[config.mk]
export PLATFORM = sky130hd
export DESIGN_NAME = gray_counter_sched
export DESIGN_NICKNAME = d
export VERILOG_FILES = /design/src/rtl/gray_counter_sched.sv
export SDC_FILE = /design/constraint.sdc
export NUM_CORES = 1
export LEC_CHECK = 0
export CAP_MARGIN = 20
export CORE_MARGIN = 5
export CORE_UTILIZATION = 35
export CTS_BUF_LIST = sky130_fd_sc_hd__clkbuf_8 sky130_fd_sc_hd__clkbuf_16
export CTS_CLUSTER_SIZE = 16
export DETAILED_ROUTE_END_ITERATION = 12
export DONT_BUFFER_PORTS = 1
export PLACE_DENSITY = 0.61
export SLEW_MARGIN = 20
export SYNTH_ARGS = -nofsm -noshare
export SYNTH_HDL_FRONTEND = slang
export SYNTH_SLANG_ARGS = --single-unit
export TNS_END_PERCENT = 10
[constraint.sdc]
create_clock -name clk -period 3.6 [get_ports clk]
set_clock_uncertainty 0.15 [all_clocks]
set_input_delay 0.18 -clock clk [delete_from_list [all_inputs] [get_ports clk]]
set_output_delay 0.18 -clock clk [all_outputs]
set_load 0.005 [all_outputs]
[src/rtl/gray_counter_sched.sv]
// Two-requester round-robin scheduler that runs bursts of Gray-code steps
// on a shared 3-bit counter; one counter step every STEP_DIV cycles.
//
// state  | meaning
// S_IDLE | no burst; arbitrate on the next edge with req != 00
// S_RUN  | burst granted, stepping count every STEP_DIV cycles
// S_DONE | final step registered; done pulse, then release the grant
module gray_counter_sched #(
  parameter int unsigned STEP_DIV = 1
) (
  input  logic       clk,
  input  logic       rst_n,
  input  logic [1:0] req,
  input  logic [2:0] len0,
  input  logic [2:0] len1,
  input  logic [1:0] dir,
  output logic [1:0] gnt,
  output logic       busy,
  output logic [2:0] count,
  output logic [1:0] done,
  output logic       wrap
);

  typedef enum logic [1:0] {
    S_IDLE = 2'd0,
    S_RUN  = 2'd1,
    S_DONE = 2'd2
  } state_t;

  localparam logic [3:0] DIV_LOAD = 4'(STEP_DIV - 1);

  state_t     r_state;
  logic [1:0] r_gnt;
  logic       r_busy;
  logic [2:0] r_count;
  logic [1:0] r_done;
  logic       r_wrap;
  logic       r_last;
  logic       r_dir;
  logic [2:0] r_left;
  logic [3:0] r_div;

  logic [2:0] w_bin;
  logic [2:0] w_bin_nxt;
  logic [2:0] w_gray_nxt;
  logic       w_wrap_nxt;
  logic       w_win;

  assign w_bin      = {r_count[2], r_count[2] ^ r_count[1], ^r_count};
  assign w_bin_nxt  = r_dir ? (w_bin - 3'd1) : (w_bin + 3'd1);
  assign w_gray_nxt = w_bin_nxt ^ (w_bin_nxt >> 1);
  assign w_wrap_nxt = r_dir ? (w_bin == 3'd0) : (w_bin == 3'd7);

  // r_last holds the index of the requester served last; on a tie the other one wins
  assign w_win = (req == 2'b11) ? ~r_last : req[1];

  always_ff @(posedge clk) begin
    if (!rst_n) begin
      r_state <= S_IDLE;
      r_gnt   <= 2'b00;
      r_busy  <= 1'b0;
      r_count <= 3'b000;
      r_done  <= 2'b00;
      r_wrap  <= 1'b0;
      r_last  <= 1'b1;
      r_dir   <= 1'b0;
      r_left  <= 3'd0;
      r_div   <= 4'd0;
    end else begin
      r_wrap <= 1'b0;
      case (r_state)
        S_IDLE: begin
          r_done <= 2'b00;
          if (req != 2'b00) begin
            r_state <= S_RUN;
            r_gnt   <= w_win ? 2'b10 : 2'b01;
            r_busy  <= 1'b1;
            r_left  <= w_win ? len1 : len0;
            r_dir   <= dir[w_win];
            r_div   <= DIV_LOAD;
          end
        end
        S_RUN: begin
          if (r_div == 4'd0) begin
            r_count <= w_gray_nxt;
            r_wrap  <= w_wrap_nxt;
            r_div   <= DIV_LOAD;
            if (r_left == 3'd0) begin
              r_state <= S_DONE;
              r_done  <= r_gnt;
            end else begin
              r_left <= r_left - 3'd1;
            end
          end else begin
            r_div <= r_div - 4'd1;
          end
        end
        S_DONE: begin
          r_state <= S_IDLE;
          r_gnt   <= 2'b00;
          r_busy  <= 1'b0;
          r_done  <= 2'b00;
          r_last  <= r_gnt[1];
        end
        default: r_state <= S_IDLE;
      endcase
    end
  end

  assign gnt   = r_gnt;
  assign busy  = r_busy;
  assign count = r_count;
  assign done  = r_done;
  assign wrap  = r_wrap;

endmodule

==> impl_metrics.toml <==
[setup_path]
crit_path_start_kind = "flip-flop"
arrival_ns = 2.34
endpoint_kind = "flip-flop"
critical_path.most_common_cell = "xor2_1"
max_stage_delay_ns = 0.48
worstPathRequired_ns = 3.60
path_cells = "xor2_1 -> xor2_1 -> fa_1 -> xor2_1 -> nand3_1 -> xnor2_1 -> and2_1"
worstPathMaxFanout = 5
critPathTopFamily = "XOR/XNOR gates"
path_class = "flip-flop to flip-flop"
critPathBufInv = 0
slowest_stage = "dfxtp_1"

[power]
sw_frac_of_total_pct = 33.4
seq_power_share_pct = 44.2
intPower_uw = 416
p_clk_share_pct = 22.9
powerDensity_nw_per_um2 = 574
combPwrFrac_pct = 33.0
irDropWorstVdd_mv = 0.350
p_leak_nw = 0.445
p_switching_uw = 208

[timing]
fin_crit_sh_pct = 64.9
max_freq_mhz = 428
max-slew-margin-rel_pct = 61.0
setup-violations-final = 0
worst_slew_pin_slew_ns = 0.579
slew_violations = 0
hold_viol_final = 0
grt_setup_unrepaired = "false"
final.setup.worst_slack_ns = 1.26
post-route-min-period_ns = 2.34
finalSetupTns_ns = 0

[detailed_routing]
vias = 788
drc = 0
drt-initial-drc-count = 21
routed_wl_um = 2120
wl_per_cell_um = 15.2
dr.pass1.iters = 4
ant_nets = 0
viasPerCell = 5.63

[placement]
pre_cts_slack_ns = 1.23
dpl.hpwl_um = 1560
place_congestion = 0.706
numPortBuffers = 0

[final_layout]
layout_common_cells = "dfxtp_1, nand2_1, nor2_1, a21boi_0"
n_antenna_cell = 0
layout-drive-gt1-share_pct = 9.17
nNetsFinal = 127
area_growth_syn_to_layout_pct = 9.30
mostFrequentLayoutCell = "dfxtp_1"

[global_routing]
grt_pass1_vias = 801
grt_busiest_layer = "met2"
use_met2_pct = 19.3
grt-ovfl-total = 0
gr-usage-met3_pct = 4.44
gr-usage-met1_pct = 13.6
grt_util_all_layers_pct = 11.6
grt_pass1_wl_um = 3750
grt_max_degree = 19
antenna_found_initial = 0

[synthesis]
synth-compound-area-share_pct = 20.1
synthCells = 106
synth-seq-cells = 20
synthAdderAreaFrac_pct = 5.78
muxShareOfSynthArea_pct = 4.15
synthesis.area_um2 = 996
synth_top_family_by_area = "simple AND/OR/NAND/NOR gates"
synth-simple-area-share_pct = 22.1
synth_seq_area_share_pct = 40.2
yosys_warnings = 0
synth-xor-area-share_pct = 6.16
synth_cell_types = 37
syn_area_per_cell_um2 = 9.40
syn-num-nets = 122

[clock_tree]
clk_pin_slew_ns = 0.07
clock-sinks = 20
htreeDepth = 1
cts-root-buf = "clkbuf_8"
clock_latency_ns = 0.25
cts_tree = "done"
cts_setup_buffers = 0
post_cts_resized = 0
numCtsBuffers = 3
clock_path_buffers = 2

[die]
ios = 21
die_width_um = 63.3
die_y_um = 63.3
core.rowCount = 19
core-area_um2 = 2730
initial_core_util_pct = 36.4
die_area_um2 = 4010

[worst_hold_path]
hp-class = "input pin to flip-flop"

[flow_run]
cap_violations = 0

[outcome]
status = "finished, final reports clean"
-- final timing paths --
| path | startpoint | endpoint | slack (ns) | cells past startpoint |
|---|---|---|---|---|
| hold reg to reg | r_left[1] | r_left[1] | 0.30 | 2 |
| setup reg to reg | count[2] | count[2] | 1.26 | 7 |
| hold / removal | dir[1] | r_dir | 0.04 | 2 |
| setup / recovery | count[2] | count[2] | 1.26 | 7 |
-- logic make-up (layout without fill, tap and decap cells) --
logic type               Yosys count  count (layout)
buffers and inverters              4               7
AND/OR/NAND/NOR                   42              42
multiplexers                       4               4
XOR/XNOR                           7               7
flip-flops                        20              20
adder cells (fa/ha/maj)            4               4
AO/OA/AOI/OAI                     25              25
-- sequential cells by signal, summed over array words and instances (netlist names) --
signal   cells
busy         1
gnt          2
r_state      2
r_last       1
count        3
r_dir        1
done         2
r_div        4
r_left       3
wrap         1
-- layout make-up --
class | count | area [µm²]
well taps | 31 | 38.8
repair buffers | 2 | 20.0
inverters | 2 | 7.51
flip-flops and latches | 20 | 400
clock buffers | 3 | 41.3
multi-input cells | 82 | 581
fillers | 266 | 1650
-- synth_stat cells --
master / number / area share, %
a21boi_1: 3 / 2.3
nor2b_1: 2 / 1.3
dfxtp_1: 20 / 40
or3_4: 1 / 1.1
o21ai_0: 1 / 0.50
mux2i_1: 3 / 3.0
or3b_2: 1 / 0.88
or2_2: 1 / 0.63
o211ai_1: 1 / 0.75
inv_1: 2 / 0.75
xor2_1: 4 / 3.5
clkbuf_1: 2 / 0.75
a32oi_1: 3 / 2.6
nor2_2: 1 / 0.63
and2_1: 2 / 1.3
o211a_1: 2 / 2.0
or4_4: 1 / 1.1
or4_1: 1 / 0.75
nor3_1: 1 / 0.50
nand2b_1: 3 / 1.9
a21boi_0: 7 / 5.3
a21bo_2: 1 / 1.0
nor4_1: 2 / 1.3
or3_1: 1 / 0.63
o2bb2ai_1: 1 / 0.88
and3_1: 1 / 0.63
mux2_2: 1 / 1.1
ha_1: 3 / 3.8
nor2_1: 7 / 2.6
xnor2_1: 3 / 2.6
nand3_1: 4 / 2.0
fa_1: 1 / 2.0
nand2_1: 13 / 4.9
a21oi_1: 2 / 1.0
a31oi_1: 1 / 0.63
o2111a_1: 1 / 1.1
a221o_1: 2 / 2.0
-- through the flow --
step	hold WS (ns)	instances	cell area (µm²)	util [%]	total power, mW
finish	0.0366	140	1090	39.8	0.625
global route	0.0665	140	1090	39.8	0.677
detailed placement	0.101	135	1030	37.6	0.484
CTS	0.0386	140	1090	39.8	0.636
global placement	0.0951	135	1030	37.6	0.471
floorplan	0.168	106	996	-	0.440
-- routing by layer --
layer	up-vias	share of wire, %
li1	395	-
met2	20	48
met5	-	0
met4	0	1.4
met3	4	5.4
met1	369	45
-- power by group through the flow --
stage / Clock [mW] / Combinational, mW / Sequential, mW
2_1_floorplan: 0 / 0.167 / 0.273
3_3_place_gp: 0 / 0.191 / 0.280
3_5_place_dp: 0 / 0.203 / 0.282
4_1_cts: 0.151 / 0.209 / 0.277
5_1_grt: 0.162 / 0.232 / 0.282
6_report: 0.143 / 0.206 / 0.276
-- timing repair --
action | CTS | global route
setup endpoints to repair | 0 | 0
hold endpoints to repair | 20 | 0
hold buffers | 2 | 0
-- worst reg2reg max path: stages, from the launching register on --
cell and delay [ns]:
dfxtp_1 0.48, xor2_1 0.34, xor2_1 0.13, fa_1 0.40, xor2_1 0.24, nand3_1 0.16, xnor2_1 0.17, and2_1 0.16
Power figures use the tool's default switching activity.
